### config.mk
export PLATFORM = sky130hd
export DESIGN_NAME = hvac_actuator
export DESIGN_NICKNAME = d
export VERILOG_FILES = /design/src/rtl/hvac_pkg.sv /design/src/rtl/hvac_actuator_hold_timer.sv /design/src/rtl/hvac_actuator.sv
export SDC_FILE = /design/constraint.sdc
export NUM_CORES = 1
export LEC_CHECK = 0
export CAP_MARGIN = 20
export CORE_MARGIN = 1
export CORE_UTILIZATION = 57
export DETAILED_ROUTE_END_ITERATION = 8
export GPL_ROUTABILITY_DRIVEN = 0
export GPL_TIMING_DRIVEN = 0
export PLACE_DENSITY = 0.91
export SYNTH_ARGS = -nofsm -noshare
export SYNTH_HDL_FRONTEND = slang
export SYNTH_SLANG_ARGS = --single-unit
### constraint.sdc
create_clock -name clk -period 3.82 [get_ports clk]
set_clock_uncertainty 0.1 [all_clocks]
set_input_delay 0.764 -clock clk [delete_from_list [all_inputs] [get_ports clk]]
set_output_delay 0.764 -clock clk [all_outputs]
set_load 0.02 [all_outputs]
### src/rtl/hvac_pkg.sv
// Shared state encodings for the HVAC actuator stage.
package hvac_pkg;

    localparam int STATE_W = 3;

    typedef enum logic [STATE_W-1:0] {
        ST_IDLE    = 3'd0,
        ST_HEAT    = 3'd1,
        ST_COOL    = 3'd2,
        ST_FAN_OVR = 3'd3,
        ST_LOCKOUT = 3'd4
    } state_t;

endpackage

### src/rtl/hvac_actuator_hold_timer.sv
// Loadable down-counter that parks at zero; drives the actuator's dwell timing.
module hold_timer #(
    parameter int CNT_W = 8
) (
    input  logic             clk,
    input  logic             rst,
    input  logic             load,
    input  logic [CNT_W-1:0] load_val,
    output logic             zero
);

    logic [CNT_W-1:0] cnt;

    always_ff @(posedge clk or posedge rst) begin
        if (rst) begin
            cnt <= '0;
        end else if (load) begin
            cnt <= load_val;
        end else if (cnt != '0) begin
            cnt <= cnt - 1'b1;
        end
    end

    assign zero = (cnt == '0);

endmodule

### src/rtl/hvac_actuator.sv
// Equipment-protection sequencer: turns heat/cool demand into heater, cooler and
// fan enables while enforcing minimum run, fan overrun and restart lockout.
module hvac_actuator
    import hvac_pkg::*;
#(
    parameter int MIN_ON  = 4,
    parameter int FAN_RUN = 2,
    parameter int MIN_OFF = 3,
    parameter int CNT_W   = 8
) (
    input  logic         clk,
    input  logic         rst,
    input  logic         heating,
    input  logic         cooling,
    output logic         heater_en,
    output logic         cooler_en,
    output logic         fan_en,
    output logic         conflict,
    output logic [2:0]   state
);

    localparam logic [CNT_W-1:0] ON_LD  = CNT_W'(MIN_ON - 1);
    localparam logic [CNT_W-1:0] FAN_LD = CNT_W'(FAN_RUN - 1);
    localparam logic [CNT_W-1:0] OFF_LD = CNT_W'(MIN_OFF - 1);

    state_t           state_q;
    logic             load;
    logic [CNT_W-1:0] load_val;
    logic             zero;

    // {heater, cooler, fan} for the state being entered
    function automatic logic [2:0] drive(state_t s);
        case (s)
            ST_HEAT:    return 3'b101;
            ST_COOL:    return 3'b011;
            ST_FAN_OVR: return 3'b001;
            default:    return 3'b000;
        endcase
    endfunction

    // A timer load marks every departure except the final LOCKOUT -> IDLE step,
    // so the FSM keys its transitions off the same decision.
    always_comb begin
        load     = 1'b0;
        load_val = '0;
        case (state_q)
            ST_IDLE: begin
                load     = heating ^ cooling;
                load_val = ON_LD;
            end
            ST_HEAT: begin
                load     = zero && (!heating || cooling);
                load_val = FAN_LD;
            end
            ST_COOL: begin
                load     = zero && (!cooling || heating);
                load_val = FAN_LD;
            end
            ST_FAN_OVR: begin
                load     = zero;
                load_val = OFF_LD;
            end
            default: begin
                load     = 1'b0;
                load_val = '0;
            end
        endcase
    end

    hold_timer #(.CNT_W(CNT_W)) u_timer (
        .clk      (clk),
        .rst      (rst),
        .load     (load),
        .load_val (load_val),
        .zero     (zero)
    );

    always_ff @(posedge clk or posedge rst) begin
        if (rst) begin
            state_q                          <= ST_IDLE;
            {heater_en, cooler_en, fan_en}   <= 3'b000;
            conflict                         <= 1'b0;
        end else begin
            conflict <= 1'b0;
            case (state_q)
                ST_IDLE: begin
                    conflict <= heating & cooling;
                    if (load) begin
                        state_q                        <= heating ? ST_HEAT : ST_COOL;
                        {heater_en, cooler_en, fan_en} <= drive(heating ? ST_HEAT : ST_COOL);
                    end
                end
                ST_HEAT, ST_COOL: begin
                    if (load) begin
                        state_q                        <= ST_FAN_OVR;
                        {heater_en, cooler_en, fan_en} <= drive(ST_FAN_OVR);
                    end
                end
                ST_FAN_OVR: begin
                    if (load) begin
                        state_q                        <= ST_LOCKOUT;
                        {heater_en, cooler_en, fan_en} <= drive(ST_LOCKOUT);
                    end
                end
                ST_LOCKOUT: begin
                    if (zero) begin
                        state_q                        <= ST_IDLE;
                        {heater_en, cooler_en, fan_en} <= drive(ST_IDLE);
                    end
                end
                default: begin
                    state_q                        <= ST_IDLE;
                    {heater_en, cooler_en, fan_en} <= drive(ST_IDLE);
                end
            endcase
        end
    end

    assign state = state_q;

endmodule

==> results.py <==
metrics = {
    "outcome": {
        "status": "complete, no violations",
    },
    "global_routing": {
        "antenna_found_initial": 0,
        "first_pass_grt_wire_length_mm": 2.88,
        "grt_start_max_net_pins": 16,
        "gr-total-overflow": 0,
        "grtUsageTotal": 0.218,
        "first_global_vias": 685,
    },
    "setup_path": {
        "worst-path-stages": 6,
        "startpoint": "heating",
        "endpoint_kind": "flip-flop",
        "path_max_fanout": 10,
        "critical_path_data_required_time_ns": 3.90,
        "worst_r2r_path_depth": 6,
        "start_kind": "input pin",
        "timing.critical_path.to": "fan_en$_DFFE_PP0P_",
        "timing.reg2reg.setup_slack_ns": 1.51,
        "critical_path.top_delay_family": "buffers and inverters",
        "critPathArrivalTime_ns": 2.85,
        "timing.critical_path.slowest_cell_delay_ns": 0.57,
        "worstPathCellList": "clkdlybuf4s50_1 > inv_1 > ha_1 > or4_1 > o31ai_4 > mux2_4",
        "critical_path_buf_inv_count": 2,
        "criticalPathCategory": "in2reg",
        "r2r-end": "fan_en$_DFFE_PP0P_",
        "crit_slowest_cell": "clkdlybuf4s50_1",
        "reg2reg_from": "u_timer.cnt[0]$_DFFE_PP0P_",
    },
    "timing": {
        "max_slew_margin": 0.628,
        "period_share": 0.725,
        "slew_violations": 0,
        "finalWorstPathRequiredPeriod_ns": 2.77,
        "worst-slew-pin-transition_ns": 0.558,
        "setup-violations-final": 0,
        "setup_ws_ns": 1.05,
        "rsz0062_at_grt": "false",
        "fmaxAchievable_ghz": 0.361,
        "fin_setup_tns_ns": 0,
        "number_of_hold_violations_in_the_final_report": 0,
    },
    "route": {
        "final_antenna_net_count": 0,
        "avgRoutedWirePerCell_um": 14.2,
        "routed_wirelength_mm": 1.66,
        "drt_drc_violations_left": 0,
        "vias_per_cell": 6.08,
        "via_count": 711,
        "drt_first_iter_violations": 20,
        "drt_pre_antenna_iters": 4,
    },
    "synth": {
        "synth_seq_area_share": 0.418,
        "post_synth_main_area_contributors": "dfrtp_1, ha_1, inv_1",
        "synth_cells": 88,
        "synth.net_count": 96,
        "avgSynthCellArea_um2": 10.2,
        "yosysTopAreaCellShare": 0.418,
        "netlist_area_um2": 897,
        "dominantRegCellSynth": "dfrtp_1",
        "synthDistinctLibCells": 33,
        "synthTopCellsByCount": "dfrtp_1, inv_1, nor2_1",
        "ys_ff_latch": 15,
        "proportion_of_register_bits_with_asynchronous_set_or_reset_after_synthesis": 1.00,
        "synth.most_common_cell": "dfrtp_1",
        "synthDominantAreaCellType": "dfrtp_1",
        "yosysWarnings": 0,
        "edff_count_synth": 0,
    },
    "die": {
        "chipHeight_um": 41.7,
        "design.die.area_um2": 1740,
        "dieWidth_um": 41.7,
        "starting_density": 0.649,
        "ioPinCount": 11,
        "placement_rows": 13,
        "design.core.area_um2": 1380,
    },
    "place": {
        "place_hpwl_mm": 1.23,
        "dp_worst_setup_slack_ns": 0.760,
        "place_inst": 113,
        "numPortBuffers": 10,
        "post_dp_cell_area_um2": 1020,
    },
    "cts": {
        "numCtsBuffers": 3,
        "path_clk_slew_ns": 0.09,
        "worstSkewPairLatency_ns": 0.28,
        "cts-root-buf": "clkbuf_4",
        "htreeDepth": 1,
        "post_cts.resized_instances": 0,
        "post-cts-setup-buffer-count": 0,
        "postCtsHoldBufs": 0,
        "clk_path_buf_depth": 2,
        "clock_sinks": 15,
        "cts_tree": "done",
    },
    "pwr": {
        "p_seq_frac": 0.369,
        "power.density_cell_area_nw_per_um2": 728,
        "sw_frac_of_total": 0.413,
        "switchingPower_uw": 313,
        "vdd_ir_drop_max_uv": 448,
        "clkPwrFrac": 0.123,
        "p_leak_uw": 0.000468,
        "combPwrFrac": 0.508,
        "total_power_uw": 759,
        "p_int_uw": 446,
    },
    "cells_and_area": {
        "final_cell_area_um2": 1040,
        "post_route_cells_drive_above_1_share": 0.0882,
        "area.growth.synth_to_final_pct": 16.2,
        "nNetsFinal": 111,
        "count_of_inserted_antenna_diode_cells": 0,
        "instances_no_fill": 117,
    },
    "worst_hold_path": {
        "min_path_type": "reg2reg",
    },
    "job": {
        "max-cap-violations": 0,
    },
}
## registers in the layout, indices dropped and copies added, names as in the netlist
name / flops
u_timer.cnt: 8
state: 3
conflict: 1
cooler_en: 1
fan_en: 1
heater_en: 1
## power by group through the flow
stage / registers, uW / clock network, uW / logic, uW
6_report: 280 / 93.2 / 385
5_1_grt: 288 / 102 / 427
4_1_cts: 280 / 93.2 / 387
3_5_place_dp: 283 / 0 / 385
3_3_place_gp: 279 / 0 / 376
2_1_floorplan: 302 / 0 / 259
## metrics by stage
stage | utilization | hold WS (ns)
after global routing | 0.754 | 0.491
final | 0.754 | 0.451
after floorplan | - | 0.438
after CTS | 0.754 | 0.455
after detailed placement | 0.735 | 0.442
after global placement | 0.735 | 0.437
## worst min-delay path by stage
stage	from	end	slack, ns	cells past startpoint
5_1_grt	cooler_en$_DFFE_PP0P_	cooler_en$_DFFE_PP0P_	0.49	2
2_1_floorplan	u_timer.cnt[2]$_DFFE_PP0P_	u_timer.cnt[2]$_DFFE_PP0P_	0.44	2
6_report	cooler_en$_DFFE_PP0P_	cooler_en$_DFFE_PP0P_	0.45	2
4_1_cts	cooler_en$_DFFE_PP0P_	cooler_en$_DFFE_PP0P_	0.46	2
3_3_place_gp	cooler_en$_DFFE_PP0P_	cooler_en$_DFFE_PP0P_	0.44	2
3_5_place_dp	cooler_en$_DFFE_PP0P_	cooler_en$_DFFE_PP0P_	0.44	2
## worst min-delay path, delay by kind of cell, from the launching register on
kind            cells  cell delay (ns)
flops               1             0.39
compound gates      1             0.08
buf+inv             1             0.05
## per-layer routing
metal | routed length (um) | share of wire | vias up | global-route usage
met5 | 0 | 0 | - | 0
met4 | 24 | 0.014 | 0 | 0.0903
met3 | 96 | 0.058 | 4 | 0.0435
met2 | 778 | 0.47 | 22 | 0.344
met1 | 762 | 0.46 | 343 | 0.291
li1 | - | - | 342 | -
## kinds of logic (layout without fill, tap and decap cells)
logic type,count (synthesis),in the layout,share of synthesized area
buf+inv,15,29,0.0628
xor+xnor,4,4,0.0391
flops,15,15,0.418
mux,4,4,0.0614
fa+ha+maj,4,4,0.0558
simple gates,24,24,0.188
compound gates,22,22,0.174
## cells in the final DEF, fill, tap and decap left out, types with 2 or more instances in the layout
| cell | count |
|---|---|
| clkbuf_1 | 4 |
| or4_1 | 4 |
| ha_1 | 4 |
| dfrtp_1 | 15 |
| clkbuf_4 | 3 |
| mux2_4 | 3 |
| a31oi_1 | 3 |
| o21ai_0 | 4 |
| clkdlybuf4s50_1 | 10 |
| inv_1 | 12 |
| xnor2_1 | 3 |
| o32ai_1 | 2 |
| nor2_1 | 6 |
| o31ai_1 | 2 |
| nand2_1 | 3 |
| a21oi_1 | 4 |
| or3_1 | 2 |
## final cells by class
cell class	count	area [um2]
Tap cell	15	18.8
Fill cell	90	340
Sequential cell	15	375
Clock buffer	4	26.3
Inverter	12	45.0
Multi-Input combinational cell	58	465
Timing Repair Buffer	10	100
Buffer	3	11.3
(Power assumes the default switching activity.)
